$ cat config.mk
export PLATFORM = sky130hd
export DESIGN_NAME = pll_lock_supervisor
export DESIGN_NICKNAME = d
export VERILOG_FILES = /design/src/rtl/pll_sup_pkg.sv /design/src/rtl/sync_2ff.sv /design/src/rtl/pll_lock_supervisor.sv
export SDC_FILE = /design/constraint.sdc
export NUM_CORES = 1
export LEC_CHECK = 0
export ABC_CLOCK_PERIOD_IN_PS = 4400
export CAP_MARGIN = 10
export CORE_MARGIN = 1.5
export CORE_UTILIZATION = 56
export DETAILED_ROUTE_END_ITERATION = 10
export GPL_ROUTABILITY_DRIVEN = 0
export PLACE_DENSITY = 0.79
export SLEW_MARGIN = 15
export SYNTH_ARGS = -nofsm -noshare
export SYNTH_HDL_FRONTEND = slang
export SYNTH_HIERARCHICAL = 1
export SYNTH_SLANG_ARGS = --single-unit
$ cat constraint.sdc
create_clock -name clk -period 4.4 [get_ports clk]
set_clock_uncertainty 0.2 [all_clocks]
set_input_delay 0.66 -clock clk [delete_from_list [all_inputs] [get_ports clk]]
set_output_delay 0.66 -clock clk [all_outputs]
set_load 0.1 [all_outputs]
$ cat src/rtl/pll_sup_pkg.sv
//============================================================================
// Module : pll_sup_pkg
// Brief  : Shared state encoding and counter sizing for the PLL supervisor.
// Rev    : 1.0  initial release
//============================================================================
`default_nettype none

package pll_sup_pkg;

    typedef enum logic [2:0] {
        ST_RESET     = 3'd0,
        ST_WAIT_LOCK = 3'd1,
        ST_STABLE    = 3'd2,
        ST_RUN       = 3'd3,
        ST_FAULT     = 3'd4
    } pll_state_e;

    // One spare bit above the largest terminal count keeps the counter clear of wrap.
    function automatic int cnt_width(input int a, input int b, input int c);
        int m;
        m = a;
        if (b > m) m = b;
        if (c > m) m = c;
        return $clog2(m) + 1;
    endfunction

endpackage

`default_nettype wire

$ cat src/rtl/sync_2ff.sv
//============================================================================
// Module : sync_2ff
// Brief  : Two-flop synchronizer for level signals crossing into clk.
// Rev    : 1.0  initial release
//============================================================================
`default_nettype none

module sync_2ff #(
    parameter int WIDTH = 1
) (
    input  logic             clk,
    input  logic             rst_n,
    input  logic [WIDTH-1:0] d,
    output logic [WIDTH-1:0] q
);

    logic [WIDTH-1:0] r_meta;
    logic [WIDTH-1:0] r_sync;

    always_ff @(posedge clk or negedge rst_n) begin
        if (!rst_n) begin
            r_meta <= '0;
            r_sync <= '0;
        end else begin
            r_meta <= d;
            r_sync <= r_meta;
        end
    end

    assign q = r_sync;

endmodule

`default_nettype wire

$ cat src/rtl/pll_lock_supervisor.sv
//============================================================================
// Module : pll_lock_supervisor
// Brief  : Sequences PLL reset/lock bring-up, qualifies the clock, retries
//          failed locks and latches a fault after too many failures.
// Rev    : 1.0  initial release
//============================================================================
`default_nettype none

module pll_lock_supervisor
    import pll_sup_pkg::*;
#(
    parameter int RST_PULSE_CYC    = 50,
    parameter int LOCK_TIMEOUT_CYC = 50000,
    parameter int LOCK_STABLE_CYC  = 1000,
    parameter int MAX_RETRY        = 7
) (
    input  logic                             clk,
    input  logic                             rst_n,
    input  logic                             pll_lock,
    input  logic                             clr_fault,
    output logic                             pll_reset,
    output logic                             clk_ok,
    output logic                             fault,
    output logic [$clog2(MAX_RETRY+1)-1:0]   retry_cnt,
    output logic [7:0]                       lock_loss_cnt
);

    localparam int c_cnt_w = cnt_width(RST_PULSE_CYC, LOCK_TIMEOUT_CYC, LOCK_STABLE_CYC);
    localparam int c_rty_w = $clog2(MAX_RETRY + 1);

    localparam logic [c_cnt_w-1:0] c_rst_last    = c_cnt_w'(RST_PULSE_CYC - 1);
    localparam logic [c_cnt_w-1:0] c_tmo_last    = c_cnt_w'(LOCK_TIMEOUT_CYC - 1);
    localparam logic [c_cnt_w-1:0] c_stable_last = c_cnt_w'(LOCK_STABLE_CYC - 1);
    localparam logic [c_rty_w-1:0] c_max_retry   = c_rty_w'(MAX_RETRY);

    logic               w_lock_s;
    pll_state_e         r_state;
    pll_state_e         w_state_nxt;
    logic [c_cnt_w-1:0] r_cnt;
    logic [c_cnt_w-1:0] w_cnt_nxt;
    logic [c_rty_w-1:0] r_retry;
    logic [c_rty_w-1:0] w_retry_nxt;
    logic [7:0]         r_loss;
    logic [7:0]         w_loss_nxt;
    logic               r_pll_reset;
    logic               r_clk_ok;
    logic               r_fault;

    sync_2ff #(
        .WIDTH(1)
    ) u_lock_sync (
        .clk  (clk),
        .rst_n(rst_n),
        .d    (pll_lock),
        .q    (w_lock_s)
    );

    always_comb begin
        w_state_nxt = r_state;
        w_cnt_nxt   = r_cnt + c_cnt_w'(1);
        w_retry_nxt = r_retry;
        w_loss_nxt  = r_loss;
        case (r_state)
            ST_RESET: begin
                if (r_cnt == c_rst_last) w_state_nxt = ST_WAIT_LOCK;
            end
            ST_WAIT_LOCK: begin
                if (w_lock_s) begin
                    w_state_nxt = ST_STABLE;
                end else if (r_cnt == c_tmo_last) begin
                    if (r_retry == c_max_retry) begin
                        w_state_nxt = ST_FAULT;
                    end else begin
                        w_state_nxt = ST_RESET;
                        w_retry_nxt = r_retry + c_rty_w'(1);
                    end
                end
            end
            ST_STABLE: begin
                // A single low sample restarts qualification without costing a retry.
                if (!w_lock_s) begin
                    w_state_nxt = ST_WAIT_LOCK;
                end else if (r_cnt == c_stable_last) begin
                    w_state_nxt = ST_RUN;
                    w_retry_nxt = '0;
                end
            end
            ST_RUN: begin
                w_cnt_nxt = '0;
                if (!w_lock_s) begin
                    w_state_nxt = ST_RESET;
                    if (r_loss != 8'hFF) w_loss_nxt = r_loss + 8'd1;
                end
            end
            ST_FAULT: begin
                w_cnt_nxt = '0;
                if (clr_fault) begin
                    w_state_nxt = ST_RESET;
                    w_retry_nxt = '0;
                end
            end
            default: begin
                w_state_nxt = ST_RESET;
            end
        endcase
        if (w_state_nxt != r_state) w_cnt_nxt = '0;
    end

    // Outputs are decoded from the next state so they switch on the entering edge.
    always_ff @(posedge clk or negedge rst_n) begin
        if (!rst_n) begin
            r_state     <= ST_RESET;
            r_cnt       <= '0;
            r_retry     <= '0;
            r_loss      <= '0;
            r_pll_reset <= 1'b1;
            r_clk_ok    <= 1'b0;
            r_fault     <= 1'b0;
        end else begin
            r_state     <= w_state_nxt;
            r_cnt       <= w_cnt_nxt;
            r_retry     <= w_retry_nxt;
            r_loss      <= w_loss_nxt;
            r_pll_reset <= (w_state_nxt == ST_RESET) || (w_state_nxt == ST_FAULT);
            r_clk_ok    <= (w_state_nxt == ST_RUN);
            r_fault     <= (w_state_nxt == ST_FAULT);
        end
    end

    assign pll_reset     = r_pll_reset;
    assign clk_ok        = r_clk_ok;
    assign fault         = r_fault;
    assign retry_cnt     = r_retry;
    assign lock_loss_cnt = r_loss;

endmodule

`default_nettype wire

# Yosys cells after proc, flatten, opt, wreduce, memory -nomap -nowiden
# Cells that the tools add are included.
# word_totals
ff_bits	36
latchBits	0
ramBits	0
rom_bits	0
input_bits	4
output_inout_bits	14
word_cells	56
mem_count	0
# op_classes
add_sub_neg	3
mul	0
div	0
n_lt_le_gt_ge	0
n_eq_ne	18
shift	0
mux	18
bitwise_logic	1
n_reduce_logical	7
# ops
operator	count
$mux W3	14
$mux W17	2
$add A17 B1 Y17 const B	1
$eq A17 B10 Y1 const B	1
$eq A17 B16 Y1 const B	1
$eq A17 B6 Y1 const B	1
$pmux W3 S5	1
$ne A2 B2 Y1 const B	5
$eq A3 B2 Y1 const B	3
$eq A3 B3 Y1 const B	3
$pmux W3 S3	1
$add A8 B1 Y8 const B	1
$ne A8 B8 Y1 const B	1
$reduce_and A7 Y1	1
$logic_not A3 Y1	2
$add A3 B1 Y3 const B	1
$eq A3 B1 Y1 const B	1
$ne A3 B3 Y1	1
$reduce_and A3 Y1	1
$reduce_bool A3 Y1	1
$ne A2 B1 Y1 const B	1
$reduce_or A2 Y1	1
$logic_or A1 B1 Y1	1
$not A1 Y1	1

# Depth between registers and ports, before layout
# logic_depth
ltp_word	7
depth_mapped	8
depth_no_buf	7

# Hierarchy
# Netlist, hierarchy kept.
# by_module_without_submodules
module	instances	cells_each	area_each_um2	seq_area_each_um2
pll_lock_supervisor	1	169	1799.2	852.1
sync_2ff	1	2	50.0	50.0

# Least setup slack after synthesis
# Ideal clock, no wire load.
# synth_path
path_kind	reg2reg
from	register r_loss[0] (netlist: lock_loss_cnt[0])
to	register r_loss[1] (netlist: lock_loss_cnt[1])
setup_ns	0.126
arrival_time_ns	2.041
t_required_ns	4.074
path_slack_ns	2.034
stages_incl_launch_ff	5
path_buffers	0
period_less_slack_ns	2.366
cell_sequence	dfrtp_1 -> ha_1 -> and3_1 -> a31oi_2 -> mux2_2
# synth_via
elab_chain_len	2
elab_cells_between_ends	3
cone_classes	add/sub: 1; eq/ne: 1; reduce/logical: 1
# synth_lines
element	line_no	rtl
from (decl)	pll_lock_supervisor.sv:43	logic [7:0] r_loss;
from (signal assigned)	pll_lock_supervisor.sv:123	r_loss <= w_loss_nxt;
parallel branches: the longest is 2 deep, another holds $add A8 B1 Y8	n/a	
# Several ways; the timed one is not identified.
# A chain may end at the register's enable or synchronous reset.

# Worst setup path after layout
# layout_path
from	register r_pll_reset (netlist: pll_reset)
to	output port pll_reset
# layout_lines
element	line_no	rtl
from (decl)	pll_lock_supervisor.sv:45	logic r_pll_reset;
from (signal assigned)	pll_lock_supervisor.sv:124	r_pll_reset <= (w_state_nxt == ST_RESET) || (w_state_nxt == ST_FAULT);
to (decl)	pll_lock_supervisor.sv:21	output logic pll_reset,
# No word-level cell between the ends.

==> results.ini <==
[route]
dr.max_layer_used=met4
firstDrtPassIters=4
dr_wl_met3_um=94
routed_wl_um=3150
viasPerCell=5.36
drc=0
routedWlPerCell_um=13.3
drt_iter0_drc=20
wl_met2_um=1530
wl_met1_um=1480
ant_nets=0
vias=1265

[status]
status=finished clean

[pwr]
p_per_area_nw_per_um2=435
peakVddDrop_v=0.000356
leakagePower_nw=0.861

[layout]
area_growth_pct=11.7
antennaDiodeCount=0
drive_above_1_share_pct=13.0
fin_util_pct=66.6
nets=200

[clock_network]
numCtsBuffers=5
cts_sinks=36
cts_hold_buf=0
clock_latency_ns=0.34
postCtsSetupBuffers=0
ctsResizeCount=0
htreeDepth=2
path_clk_slew_ns=0.10
cts_root_buf=clkbuf_4
cts.path.max_buffers=2
cts_tree=yes

[yosys]
synthMuxAreaShare_pct=1.22
yosys.area_share.simple_pct=24.8
synth_common_cells=35 x dfrtp_1, 19 x xnor2_1, 17 x nor2_1, 12 x nand2_1, 11 x nor2_2
ys_types=38
syn-num-nets=180
netlist_area_sq_um=1850
synthAdderAreaFrac_pct=3.38
synth.avg_cell_area_sq_um=10.8
ys_ff_latch=36
async_flop_share_pct=100
yosys.area.top_type=dfrtp_1
ys.flop_type=dfrtp_1
yosys-top-cells-area=dfrtp_1 47%, xnor2_1 9.0%, nor2_2 3.7%
synth_most_common_cell=dfrtp_1
synth_warnings=6
yosysTopAreaCellShare_pct=47.4
synth_top_family_by_area=simple AND/OR/NAND/NOR gates
synth_compound_area_share_pct=6.29
yosysSeqAreaShare_pct=48.8
netlist_instances=171
synth-edff-count=0
synthXorXnorAreaFrac_pct=10.9

[setup_path]
slowest_stage=clkdlybuf4s50_1
crit_path_start_kind=register
worstPathArrival_ns=1.99
critPathMaxStageDelay_ns=1.13
crit_fanout=1
regToRegSetupSlack_ns=1.92
crit_family=buffers and inverters
path_buf_inv=1
cp-end-kind=output pin
required_ns=3.54
criticalPathCategory=register to output pin
worstPathCellList=clkdlybuf4s50_1

[global_route]
grt_pass1_wl_um=5550
grt_pass1_vias=1261
grt_overflow=0
grt_max_degree=37
antenna_found_initial=0
gr-usage-all-layers_pct=21.1

[timing]
finalCriticalPeriod_ns=2.85
fmax_mhz=351
tightest_slew_ns=0.972
rsz0062_at_grt=false
maxSlewHeadroom_pct=35.0
setup_viol=0
hold_ws_ns=0.167
final-hold-violation-count=0
tns_ns=0
min_period_over_period_pct=64.7
slew_violations=0

[die]
initial_core_util_pct=59.6
rows=20
die_y_um=60.5
die_x_um=60.5
die_area_sq_um=3660
core_area_sq_um=3100
ioPinCount=18

[placed_design]
portBuffers=17
hpwlAfterDp_um=2310

[run]
max_cap_viol_count=0

[worst_hold_path]
hp-class=register to register

metrics by stage:
step / instance area [sq um] / worst slack (ns) / std cells / power, W
2_1_floorplan: 1850 / 2.03 / 171 / 0.000692
3_3_place_gp: 2020 / 1.92 / 228 / 0.000735
3_5_place_dp: 2020 / 1.92 / 228 / 0.000743
4_1_cts: 2070 / 1.53 / 236 / 0.000913
5_1_grt: 2070 / 1.50 / 236 / 0.000956
6_report: 2070 / 1.55 / 236 / 0.000898
worst reg2reg max path: stages, from the launching register on:
cell and delay [ns]:
dfrtp_1 0.43, ha_1 0.22, and3_1 0.18, or3b_1 0.36, a211oi_2 0.31, a2bb2oi_4 0.50
nor2_1 0.12
sequential cells by signal, indices dropped and copies added, names as in the netlist:
signal	cells
u_lock_sync/q	1
fault	1
r_state	3
pll_reset	1
r_cnt	17
clk_ok	1
lock_loss_cnt	8
retry_cnt	3
u_lock_sync/r_meta	1
area by class of cell:
cell class | instances | area (sq um)
tap | 44 | 55.1
clock inverter | 1 | 5.00
fill | 294 | 1040
timing repair buffer | 18 | 178
clock buffer | 7 | 45.0
multi-input combinational | 125 | 862
inverter | 5 | 18.8
sequential | 36 | 902
metal layers:
metal	GRT usage [%]	vias to the layer above
met3	4.69	5
met2	33.1	22
met4	11.2	0
li1	-	628
met1	27.5	610
met5	0	-
path summary, 6_finish.rpt:
| check | from | end | cells after the start |
|---|---|---|---|
| worst max-delay path | pll_reset | pll_reset | 1 |
| worst min-delay path | u_lock_sync/r_meta | u_lock_sync/q | 0 |
| worst max register to register | r_cnt[0] | r_cnt[16] | 6 |
| worst min register to register | u_lock_sync/r_meta | u_lock_sync/q | 0 |
| max in group asynchronous | rst_n | pll_reset | 2 |
| min in group asynchronous | rst_n | r_cnt[9] | 2 |
logic make-up (layout without fill, tap and decap cells):
kind of cell / Yosys count / after routing
xor+xnor: 23 / 23
flops: 36 / 36
buf+inv: 10 / 31
simple gates: 83 / 83
fa+ha+maj: 5 / 5
compound gates: 12 / 12
mux: 2 / 2
report_power, final:
group          total (W)  switching [W]  internal, W
combinational   0.000315       0.000217    0.0000982
sequential      0.000417      0.0000447     0.000373
clock           0.000165       0.000103    0.0000623
total           0.000898       0.000365     0.000533
placed cells by master (no fill, tap or decap), types with 3 or more instances in the layout:
cell	Yosys	routed
nand4_1	7	7
nor2b_1	3	3
and3_1	5	5
nor2_2	11	11
xor2_1	4	4
clkdlybuf4s50_1	0	17
nor3_1	5	5
inv_1	5	5
clkbuf_4	0	5
nand2_1	12	12
dfrtp_1	35	35
nand3_1	6	6
xnor2_1	19	19
nor4_1	3	3
ha_1	5	5
nor2_1	17	17
(Power assumes the default switching activity.)
